[config.mk]
export PLATFORM = sky130hd
export DESIGN_NAME = vector_sum_pipe_flat
export DESIGN_NICKNAME = d
export VERILOG_FILES = /design/src/rtl/vector_sum_pkg.sv /design/src/rtl/vector_sum_pipe_if.sv /design/src/rtl/delay_fixed_en.sv /design/src/rtl/vector_sum_pipe.sv /design/src/flat_wrapper.sv
export SDC_FILE = /design/constraint.sdc
export NUM_CORES = 1
export LEC_CHECK = 0
export CORE_MARGIN = 2
export CORE_UTILIZATION = 42
export CTS_CLUSTER_SIZE = 16
export DETAILED_ROUTE_END_ITERATION = 7
export GPL_ROUTABILITY_DRIVEN = 1
export GPL_TIMING_DRIVEN = 0
export PLACE_DENSITY_LB_ADDON = 0.05
export SLEW_MARGIN = 20
export SYNTH_ARGS = -nofsm -noshare
export SYNTH_HDL_FRONTEND = slang
export SYNTH_SLANG_ARGS = --single-unit
[constraint.sdc]
create_clock -name clock -period 9.4 [get_ports clock]
set_input_delay 1.88 -clock clock [delete_from_list [all_inputs] [get_ports clock]]
set_output_delay 1.88 -clock clock [all_outputs]
set_load 0.005 [all_outputs]
[src/rtl/vector_sum_pkg.sv]
// Shared constants and helpers for the vector_sum_pipe block: mode encoding,
// tree geometry derived from the lane count, and the final narrowing step.
package vector_sum_pkg;

  localparam logic MODE_ELEM = 1'b0;
  localparam logic MODE_RED  = 1'b1;

  // Ceiling log2 usable in constant expressions.
  function automatic int clog2(input int n);
    int r;
    int v;
    r = 0;
    v = 1;
    while (v < n) begin
      v = v << 1;
      r++;
    end
    return r;
  endfunction

  // Adder-tree levels above the a_i+b_i level.
  function automatic int tree_lvls(input int lanes);
    return clog2(lanes);
  endfunction

  // Tree word width: one carry bit for a_i+b_i plus one per pairing level,
  // so no partial sum can overflow.
  function automatic int tree_w(input int width, input int lanes);
    return width + 1 + clog2(lanes);
  endfunction

  // End-to-end latency, identical for both modes.
  function automatic int lat(input int add_lat, input int lanes);
    return add_lat * (1 + clog2(lanes));
  endfunction

  // Narrow a wide result to 'width' bits: wrap, or clamp to all-ones when
  // sat is set and any bit above 'width' is non-zero.
  function automatic logic [63:0] sat_trunc(input logic [63:0] value,
                                            input int width, input bit sat);
    logic [63:0] mask;
    mask = (64'd1 << width) - 64'd1;
    if (sat && ((value & ~mask) != 64'd0)) return mask;
    return value & mask;
  endfunction

endpackage

[src/rtl/vector_sum_pipe_if.sv]
// Stream bundle for vector_sum_pipe: input beat (A, B, mode) with valid/ready
// and output beat (sum, mode) with valid/ready. Lane i sits at [i*WIDTH +: WIDTH].
interface vector_sum_pipe_if #(
  parameter int LANES = 4,
  parameter int WIDTH = 16
) ();
  logic                   in_valid;
  logic                   in_ready;
  logic [LANES*WIDTH-1:0] in_a;
  logic [LANES*WIDTH-1:0] in_b;
  logic                   in_mode;
  logic                   out_valid;
  logic                   out_ready;
  logic [LANES*WIDTH-1:0] out_sum;
  logic                   out_mode;

  // Source/sink side (drives beats in, consumes results).
  modport master (
    output in_valid, in_a, in_b, in_mode, out_ready,
    input  in_ready, out_valid, out_sum, out_mode
  );

  // Block side.
  modport slave (
    input  in_valid, in_a, in_b, in_mode, out_ready,
    output in_ready, out_valid, out_sum, out_mode
  );
endinterface

[src/rtl/delay_fixed_en.sv]
// Fixed-depth shift register with a shared enable. The valid bit is cleared
// by reset; the data word is not, since it is only meaningful under valid.
module delay_fixed_en #(
  parameter int W     = 1,
  parameter int DEPTH = 1
) (
  input  logic         clk_i,
  input  logic         rst_i,
  input  logic         en_i,
  input  logic         vld_i,
  input  logic [W-1:0] dat_i,
  output logic         vld_o,
  output logic [W-1:0] dat_o
);
  logic         vld_q [DEPTH];
  logic [W-1:0] dat_q [DEPTH];

  // Valid line: cleared on reset, shifts only when enabled.
  always_ff @(posedge clk_i) begin
    if (rst_i) begin
      for (int i = 0; i < DEPTH; i++) vld_q[i] <= 1'b0;
    end else if (en_i) begin
      vld_q[0] <= vld_i;
      for (int i = 1; i < DEPTH; i++) vld_q[i] <= vld_q[i-1];
    end
  end

  // Data line: shifts in lockstep with the valid line.
  always_ff @(posedge clk_i) begin
    if (en_i) begin
      dat_q[0] <= dat_i;
      for (int i = 1; i < DEPTH; i++) dat_q[i] <= dat_q[i-1];
    end
  end

  assign vld_o = vld_q[DEPTH-1];
  assign dat_o = dat_q[DEPTH-1];
endmodule

[src/rtl/vector_sum_pipe.sv]
// LANES-wide vector adder with an optional reduce mode. Level 0 forms a_i+b_i;
// the elementwise result is delayed to match the adder tree so both modes
// share one latency. The whole pipe advances together and stalls on
// backpressure; empty slots travel as invalid beats.
module vector_sum_pipe
  import vector_sum_pkg::*;
#(
  parameter int LANES   = 4,
  parameter int WIDTH   = 16,
  parameter int ADD_LAT = 1,
  parameter int SAT     = 0
) (
  input logic              clock,
  input logic              reset,
  vector_sum_pipe_if.slave bus
);
  localparam int LVLS = tree_lvls(LANES);
  localparam int TW   = tree_w(WIDTH, LANES);
  localparam int LW   = WIDTH + 1;
  localparam int DW   = LANES * LW + 1;   // lane sums plus the mode bit on top
  localparam int BAL  = ADD_LAT * LVLS;

  logic                   adv;
  logic                   out_valid_w;
  logic                   out_mode_w;
  logic [LANES*WIDTH-1:0] out_sum_w;

  assign adv          = !out_valid_w || bus.out_ready;
  assign bus.in_ready = adv || reset;

  // Level 0: per-lane a_i + b_i with the carry kept.
  logic [LANES*LW-1:0] sum0_d;
  always_comb begin
    sum0_d = '0;
    for (int i = 0; i < LANES; i++)
      sum0_d[i*LW +: LW] = LW'(bus.in_a[i*WIDTH +: WIDTH]) + LW'(bus.in_b[i*WIDTH +: WIDTH]);
  end

  logic          vld0_q;
  logic [DW-1:0] s0_q;
  delay_fixed_en #(.W(DW), .DEPTH(ADD_LAT)) u_lvl0 (
    .clk_i(clock), .rst_i(reset), .en_i(adv),
    .vld_i(bus.in_valid), .dat_i({bus.in_mode, sum0_d}),
    .vld_o(vld0_q), .dat_o(s0_q)
  );

  // Elementwise balancing line; also carries the beat's valid and mode.
  logic          vld_e_q;
  logic [DW-1:0] el_q;
  delay_fixed_en #(.W(DW), .DEPTH(BAL)) u_bal (
    .clk_i(clock), .rst_i(reset), .en_i(adv),
    .vld_i(vld0_q), .dat_i(s0_q),
    .vld_o(vld_e_q), .dat_o(el_q)
  );

  // Tree nodes in heap order: node n (1..LANES-1) at [(n-1)*TW +: TW], root is
  // node 1. Children 2n/2n+1 at or above LANES are level-0 lane sums.
  logic [(LANES-1)*TW-1:0] tree_d;
  logic [(LANES-1)*TW-1:0] tree_q;
  logic [LVLS:1]           vld_t_q;

  // Pairwise sums for every tree node, fed from the previous level's registers.
  always_comb begin
    logic [TW-1:0] lhs;
    logic [TW-1:0] rhs;
    tree_d = '0;
    for (int n = 1; n < LANES; n++) begin
      if (2*n >= LANES) begin
        lhs = TW'(s0_q[(2*n-LANES)*LW +: LW]);
        rhs = TW'(s0_q[(2*n+1-LANES)*LW +: LW]);
      end else begin
        lhs = tree_q[(2*n-1)*TW +: TW];
        rhs = tree_q[(2*n)*TW +: TW];
      end
      tree_d[(n-1)*TW +: TW] = lhs + rhs;
    end
  end

  for (genvar k = 1; k <= LVLS; k++) begin : g_lvl
    localparam int N   = LANES >> k;
    localparam int OFS = (N - 1) * TW;
    logic vld_in;
    if (k == 1) begin : g_first
      assign vld_in = vld0_q;
    end else begin : g_next
      assign vld_in = vld_t_q[k-1];
    end
    delay_fixed_en #(.W(N*TW), .DEPTH(ADD_LAT)) u_dly (
      .clk_i(clock), .rst_i(reset), .en_i(adv),
      .vld_i(vld_in), .dat_i(tree_d[OFS +: N*TW]),
      .vld_o(vld_t_q[k]), .dat_o(tree_q[OFS +: N*TW])
    );
  end

  // Both paths carry the same valid by construction.
  assign out_valid_w = vld_e_q & vld_t_q[LVLS];

  // Output select and narrowing; idle output reads as zero.
  always_comb begin
    out_sum_w  = '0;
    out_mode_w = 1'b0;
    if (out_valid_w) begin
      out_mode_w = el_q[DW-1];
      for (int i = 0; i < LANES; i++)
        out_sum_w[i*WIDTH +: WIDTH] = WIDTH'(sat_trunc(64'(el_q[i*LW +: LW]), WIDTH, SAT != 0));
      if (el_q[DW-1] == MODE_RED) begin
        out_sum_w = '0;
        out_sum_w[WIDTH-1:0] = WIDTH'(sat_trunc(64'(tree_q[TW-1:0]), WIDTH, SAT != 0));
      end
    end
  end

  assign bus.out_valid = out_valid_w;
  assign bus.out_mode  = out_mode_w;
  assign bus.out_sum   = out_sum_w;
endmodule

[src/flat_wrapper.sv]
// flat-port wrapper written by rule: the top's interface ports become plain ports
module vector_sum_pipe_flat import vector_sum_pkg::*;
#(
  parameter int LANES   = 4,
  parameter int WIDTH   = 16,
  parameter int ADD_LAT = 1,
  parameter int SAT     = 0
)
  (clock, reset, bus_in_valid, bus_in_a, bus_in_b, bus_in_mode, bus_out_ready, bus_in_ready, bus_out_valid, bus_out_sum, bus_out_mode);
  vector_sum_pipe_if #(.LANES(LANES), .WIDTH(WIDTH)) bus_i ();
  input logic clock;
  input logic reset;
  input wire logic [$bits(bus_i.in_valid)-1:0] bus_in_valid;
  input wire logic [$bits(bus_i.in_a)-1:0] bus_in_a;
  input wire logic [$bits(bus_i.in_b)-1:0] bus_in_b;
  input wire logic [$bits(bus_i.in_mode)-1:0] bus_in_mode;
  input wire logic [$bits(bus_i.out_ready)-1:0] bus_out_ready;
  output wire logic [$bits(bus_i.in_ready)-1:0] bus_in_ready;
  output wire logic [$bits(bus_i.out_valid)-1:0] bus_out_valid;
  output wire logic [$bits(bus_i.out_sum)-1:0] bus_out_sum;
  output wire logic [$bits(bus_i.out_mode)-1:0] bus_out_mode;
  assign bus_i.in_valid = bus_in_valid;
  assign bus_i.in_a = bus_in_a;
  assign bus_i.in_b = bus_in_b;
  assign bus_i.in_mode = bus_in_mode;
  assign bus_i.out_ready = bus_out_ready;
  assign bus_in_ready = bus_i.in_ready;
  assign bus_out_valid = bus_i.out_valid;
  assign bus_out_sum = bus_i.out_sum;
  assign bus_out_mode = bus_i.out_mode;
  vector_sum_pipe #(.LANES(LANES), .WIDTH(WIDTH), .ADD_LAT(ADD_LAT), .SAT(SAT)) u_core (.clock(clock), .reset(reset), .bus(bus_i));
endmodule
## Yosys cells after proc, flatten, opt, wreduce, memory -nomap -nowiden

Memories as Yosys holds them, arrays and structs flattened.
Cells that the tools add are included.

| word-level totals | value |
|---|---|
| memories | 8 |
| flip-flop bits (word level) | 0 |
| bits of input ports | 133 |
| RAM bits | 267 |

| cells by class | value |
|---|---|
| add/sub/neg operators | 7 |
| bitwise operators | 3 |
| mux-type cells | 17 |
| reductions and logical operators | 6 |

Memories:

| name | depth | width | rd ports | clocked after Yosys merged registers in | wr ports | RTL line | text |
|---|---|---|---|---|---|---|---|
| u_core.u_bal.dat_q | 2 | 69 | 2 | 0 | 2 | delay_fixed_en.sv:16 | `logic [W-1:0] dat_q [DEPTH];` |
| u_core.u_lvl0.dat_q | 1 | 69 | 1 | 0 | 1 | delay_fixed_en.sv:16 |  |
| u_core.g_lvl[1].u_dly.dat_q | 1 | 36 | 1 | 0 | 1 | delay_fixed_en.sv:16 |  |
| u_core.g_lvl[2].u_dly.dat_q | 1 | 19 | 1 | 0 | 1 | delay_fixed_en.sv:16 |  |
| u_core.u_bal.vld_q | 2 | 1 | 2 | 0 | 2 | delay_fixed_en.sv:15 | `logic vld_q [DEPTH];` |
| u_core.g_lvl[1].u_dly.vld_q | 1 | 1 | 1 | 0 | 1 | delay_fixed_en.sv:15 |  |
| 2 more memories | -- | -- | -- | -- | -- | -- |  |

Operator list:

| kind | number |
|---|---|
| two-way mux 64 bit | 2 |
| adder 16 x 16 -> 17 bit | 4 |
| adder 17 x 17 -> 18 bit | 2 |
| adder 19 bit | 1 |
| two-way mux 1 bit | 15 |
| OR reduction 1 bit | 3 |
| logical OR 1 bit | 2 |
| bitwise OR 1 bit | 2 |
| bitwise AND 1 bit | 1 |
| logical NOT 1 bit | 1 |

## Longest topological paths before layout

An unclocked memory read counts as a cell.

| depth | value |
|---|---|
| depth in word-level cells | 9 |
| mapped depth | 8 |
| mapped depth without buffers | 8 |

## Modules after synthesis

Synthesis repeated with hierarchy kept, for this count alone.

| second synthesis, totals | value |
|---|---|
| cell total of the unflattened synthesis | 1164 |
| area total of the unflattened synthesis | 14606.5 um^2 |

By module, submodules not included:

| module | cells each | instances | area an instance (um^2) |
|---|---|---|---|
| vector_sum_pipe | 817 | 1 | 5935.7 |
| delay_fixed_en (u_core.u_bal) | 212 | 1 | 4748.3 |
| delay_fixed_en (u_core.u_lvl0) | 72 | 1 | 2118.3 |
| delay_fixed_en (u_core.g_lvl[1].u_dly) | 41 | 1 | 1187.4 |
| delay_fixed_en (u_core.g_lvl[2].u_dly) | 22 | 1 | 616.8 |

## Worst setup path before layout

No wires, ideal clock.

| timing path | value |
|---|---|
| path kind | input to register |
| start point | input bus_out_ready |
| end point | memory u_core.g_lvl[1].u_dly.vld_q[0] (data pin) |
| setup slack | 3.923 ns |
| cell stages on the path | 3 |
| arrival | 5.346 ns |
| buffers on the path | 0 |
| data required time | 9.269 ns |
| cell sequence | or2_2 -> nor2b_1 -> and2_1 |

| on the way | value |
|---|---|
| longest elaborated chain between the ends | 6 |

RTL lines:

| element | RTL line | text |
|---|---|---|
| start: declaration | flat_wrapper.sv:17 | `input wire logic [$bits(bus_i.out_ready)-1:0] bus_out_ready;` |
| logical OR 1 bit | vector_sum_pipe.sv:28 | `assign adv = !out_valid_w \|\| bus.out_ready;` |
| two-way mux 1 bit | delay_fixed_en.sv:22 | `end else if (en_i) begin` |
| two-way mux 1 bit | delay_fixed_en.sv:20 | `if (rst_i) begin` |
| two-way mux 1 bit (implied by the code) | delay_fixed_en.sv:23 | `vld_q[0] <= vld_i;` |
| OR reduction 1 bit (no source line) | -- |  |
| two-way mux 1 bit (no source line) | -- |  |
| end: declaration | delay_fixed_en.sv:15 |  |

Every way passes these cells.

## Worst setup path in the final report

| timing path | value |
|---|---|
| start point | input bus_out_ready |
| end point | output bus_in_ready |

| on the way | value |
|---|---|
| longest elaborated chain between the ends | 2 |

RTL lines:

| element | RTL line | text |
|---|---|---|
| logical OR 1 bit | vector_sum_pipe.sv:28 |  |
| logical OR 1 bit | vector_sum_pipe.sv:29 | `assign bus.in_ready = adv \|\| reset;` |
| end: declaration | flat_wrapper.sv:18 | `output wire logic [$bits(bus_i.in_ready)-1:0] bus_in_ready;` |

Every way passes these cells.

==> metrics <==
Async SR Flop Fraction=0%; WP buf/inv=2; die height=179 um; Max Slew Vio Count=0; Worst Path Arrival=roughly 3300 ps; CP Data Required Time=7520 ps; Row Count=64; Routability Congestion=0.834; Ys Warns=0; Detail Route Antenna Nets=0; Vias=between 8,000 and 9,000; Tcrit/Tclk final=between 50% and 60%; met2 Track Usage GR=25.6%; htree depth=1; initial antenna violation count=0; CP Max Fanout=6; Reg area=7450 sq um; Mean Syn Cell Area=13.1 sq um; initial drt markers=403; IO buf count=199; Die W=179 um; RSZ-0062 raised after global routing=no; Final Power=around 4.0 mW; overall routing resource usage=between 15 and 20%; Most used DFF post-synth=edfxtp_1; die area=32,000 sq um; startpoint types=input port; top post-synthesis cells by area=edfxtp_1 (58%), ha_1 (10%), xnor2_1 (3.7%); Worst path slowest cell=or3_1; Multi-input gate area=5250 sq um; Initial Utilization=between 40% and 50%; Inst Count DP=1,581; DRC=0; Final Critical Period=between 5000 and 6000 ps; Total Nets Final=about 1,500; Worst IR Drop VDD=158 uV; post-CTS setup buffers=0; grt peak-use layer=met2; DR WL/cell=16.2 um; Slew Limit Headroom=44.3%; MaxCap Viol Count=0; later-pin clock latency in the skew report=~530 ps; PD cells=246 nW/um^2; clock slew at reported path FFs=60 ps; vias in the first global route=between 7,000 and 8,000; CP delay by family, top=buffers and inverters; Largest stage delay, worst path=510 ps; final non-filler cell total=between 1,500 and 2,000; Critical Path Sink Type=output pin; Synth Cell Area=12,900 sq um; # fillers=2,613; largest net degree at the start of global routing=58; area leader, netlist=edfxtp_1; GR Layer Usage met1=24.4%; Yosys top cell area share=57.9%; Setup Viol. Count Final=0; ordered list of cells on the worst path=clkdlybuf4s50_1, or3_1, clkdlybuf4s50_1; Area Growth Syn to Fin=27.6%; Overflow after GRT=0; Max Clk Rate=roughly 190 MHz; CTS Buffer Depth=3; Layout Skew=9.73 ps; final core utilization=54.0%; outcome=finished clean; CP dominant cell by count=clkdlybuf4s50_1; Detailed Place HPWL=a little over 20,000 um; PostCTS Resize Cnt=0; final instance area=about 16,000 sq um; Post-Syn Nets=1,227; Hold WC Path Type=register to register; CTS Sinks=about 250; number of synthesized flops with an enable pin=248; post-synthesis sequential area ratio=57.9%; Syn Inst Count=982; P_leak=roughly 6.5 nW; grt met3 use=approximately 3.4%; placed cell areas=15,400 sq um; Setup TNS=0 ps; Initial DRT Pass Iterations=4; first-pass GRT wire length=41,600 um; #FFs+latches synth=248; number of diodes=0; IO Pins=200; Core Box Area=around 30,000 sq um; worst-margin pin slew=approximately 840 ps; final hold violations=0; Num CTS Buffers=27; Post-Route WL=26,500 um; CTS Hold Bufs=0; Setup Crit Path Kind=input port to output pin; Via density=5.06; count of unique library cells instantiated by Yosys=70; root buffer cell=clkbuf_16; CTS tree=built; layout cells sized above 1=6.15%
==> cell families (layout without fill, tap and decap cells) <==
kind of cell,after synthesis,count (layout),synth area share (%)
DFF,248,248,57.9
and+or+nand+nor,229,229,9.04
muxes,16,16,1.25
xor gates and xnor gates,93,93,6.34
adders and majority gates,112,112,11.3
buffers and inverters,41,294,1.27
AOI/OAI and AO/OA,243,243,12.9
==> metal layers <==
metal | part of all wire [%] | wire, um
met5 | 0 | 0
met4 | 1.8 | 466
met3 | 5.6 | 1490
met2 | 43 | 11500
met1 | 49 | 13100
==> path summary, 6_finish.rpt <==
check	startpoint	end	slack, ps	depth (start not counted)
setup / recovery	bus_out_ready	bus_in_ready	4210	3
hold reg to reg	u_core.u_bal.dat_q[0][0]	u_core.u_bal.dat_q[0][69]	410	0
hold / removal	u_core.u_bal.dat_q[0][0]	u_core.u_bal.dat_q[0][69]	410	0
setup reg to reg	u_core.u_lvl0.dat_q[0][51]	u_core.g_lvl[1].u_dly.dat_q[0][32]	6750	8
==> cell usage in the layout, fill, tap and decap left out, drive strengths merged, types with 13 or more instances in the layout <==
master	instances
a211oi	14
nand2	47
clkdlybuf4s50	199
clkbuf	44
nand3	15
and3	15
xnor2	54
nor3	13
xor2	39
ha	105
a21o	41
a21oi	76
mux2i	16
nor2	55
inv	27
edfxtp	248
o21ai	35
and2	57
==> worst register-to-register path: stages (launching register included) <==
cell	delay [ps]
edfxtp_1	490
ha_1	280
fa_1	400
a21oi_1	260
o211ai_1	180
and3_1	240
o31ai_1	330
nand3_1	130
o311ai_0	130
==> sequential cells by signal, indices dropped and copies added (netlist names) <==
register / flops
u_core.g_lvl.u_dly.vld_q: 2
u_core.g_lvl.u_dly.dat_q: 48
u_core.u_lvl0.vld_q: 1
u_core.u_bal.vld_q: 2
u_core.u_lvl0.dat_q: 65
u_core.u_bal.dat_q: 130
==> stage by stage <==
| step | worst slack, ps | hold slack (ps) |
|---|---|---|
| after floorplan | 3920 | 400 |
| after global placement | 2230 | 401 |
| after detailed placement | 4210 | 405 |
| after CTS | 4130 | 415 |
| after global routing | 4000 | 424 |
| final | 4210 | 415 |
==> final cells by class <==
cell class / instances / share of cell area (%)
clock buffer: 31 / 4.21
tap: 396 / 3.02
inverter: 25 / 0.572
multi-input combinational: 693 / 32.0
buffer: 16 / 0.427
timing repair buffer: 203 / 12.8
sequential: 248 / 45.4
clock inverter: 19 / 1.59
==> where the power goes <==
| group | internal, mW | switching [mW] |
|---|---|---|
| Combinational | 0.547 | 0.618 |
| Sequential | 1.62 | 0.130 |
| Clock | 0.694 | 0.423 |
| Total | 2.87 | 1.17 |
==> cell usage after synthesis (all sizes together), types with 3 or more instances <==
library cell	n
xor2	39
clkbuf	13
a221oi	4
mux2i	16
nor2b	8
o211ai	9
edfxtp	248
a31o	3
nand2	47
a21oi	76
o21bai	8
nand4	4
o21ai	35
o31ai	8
a31oi	9
or3	3
and4	3
a21o	41
a211oi	14
inv	25
nor3	13
buf	3
xnor2	54
and2	57
or2	4
nor2	55
ha	105
a311oi	3
o41ai	3
and3	15
fa	7
o21a	7
nand3	15
(Power assumes the default switching activity.)
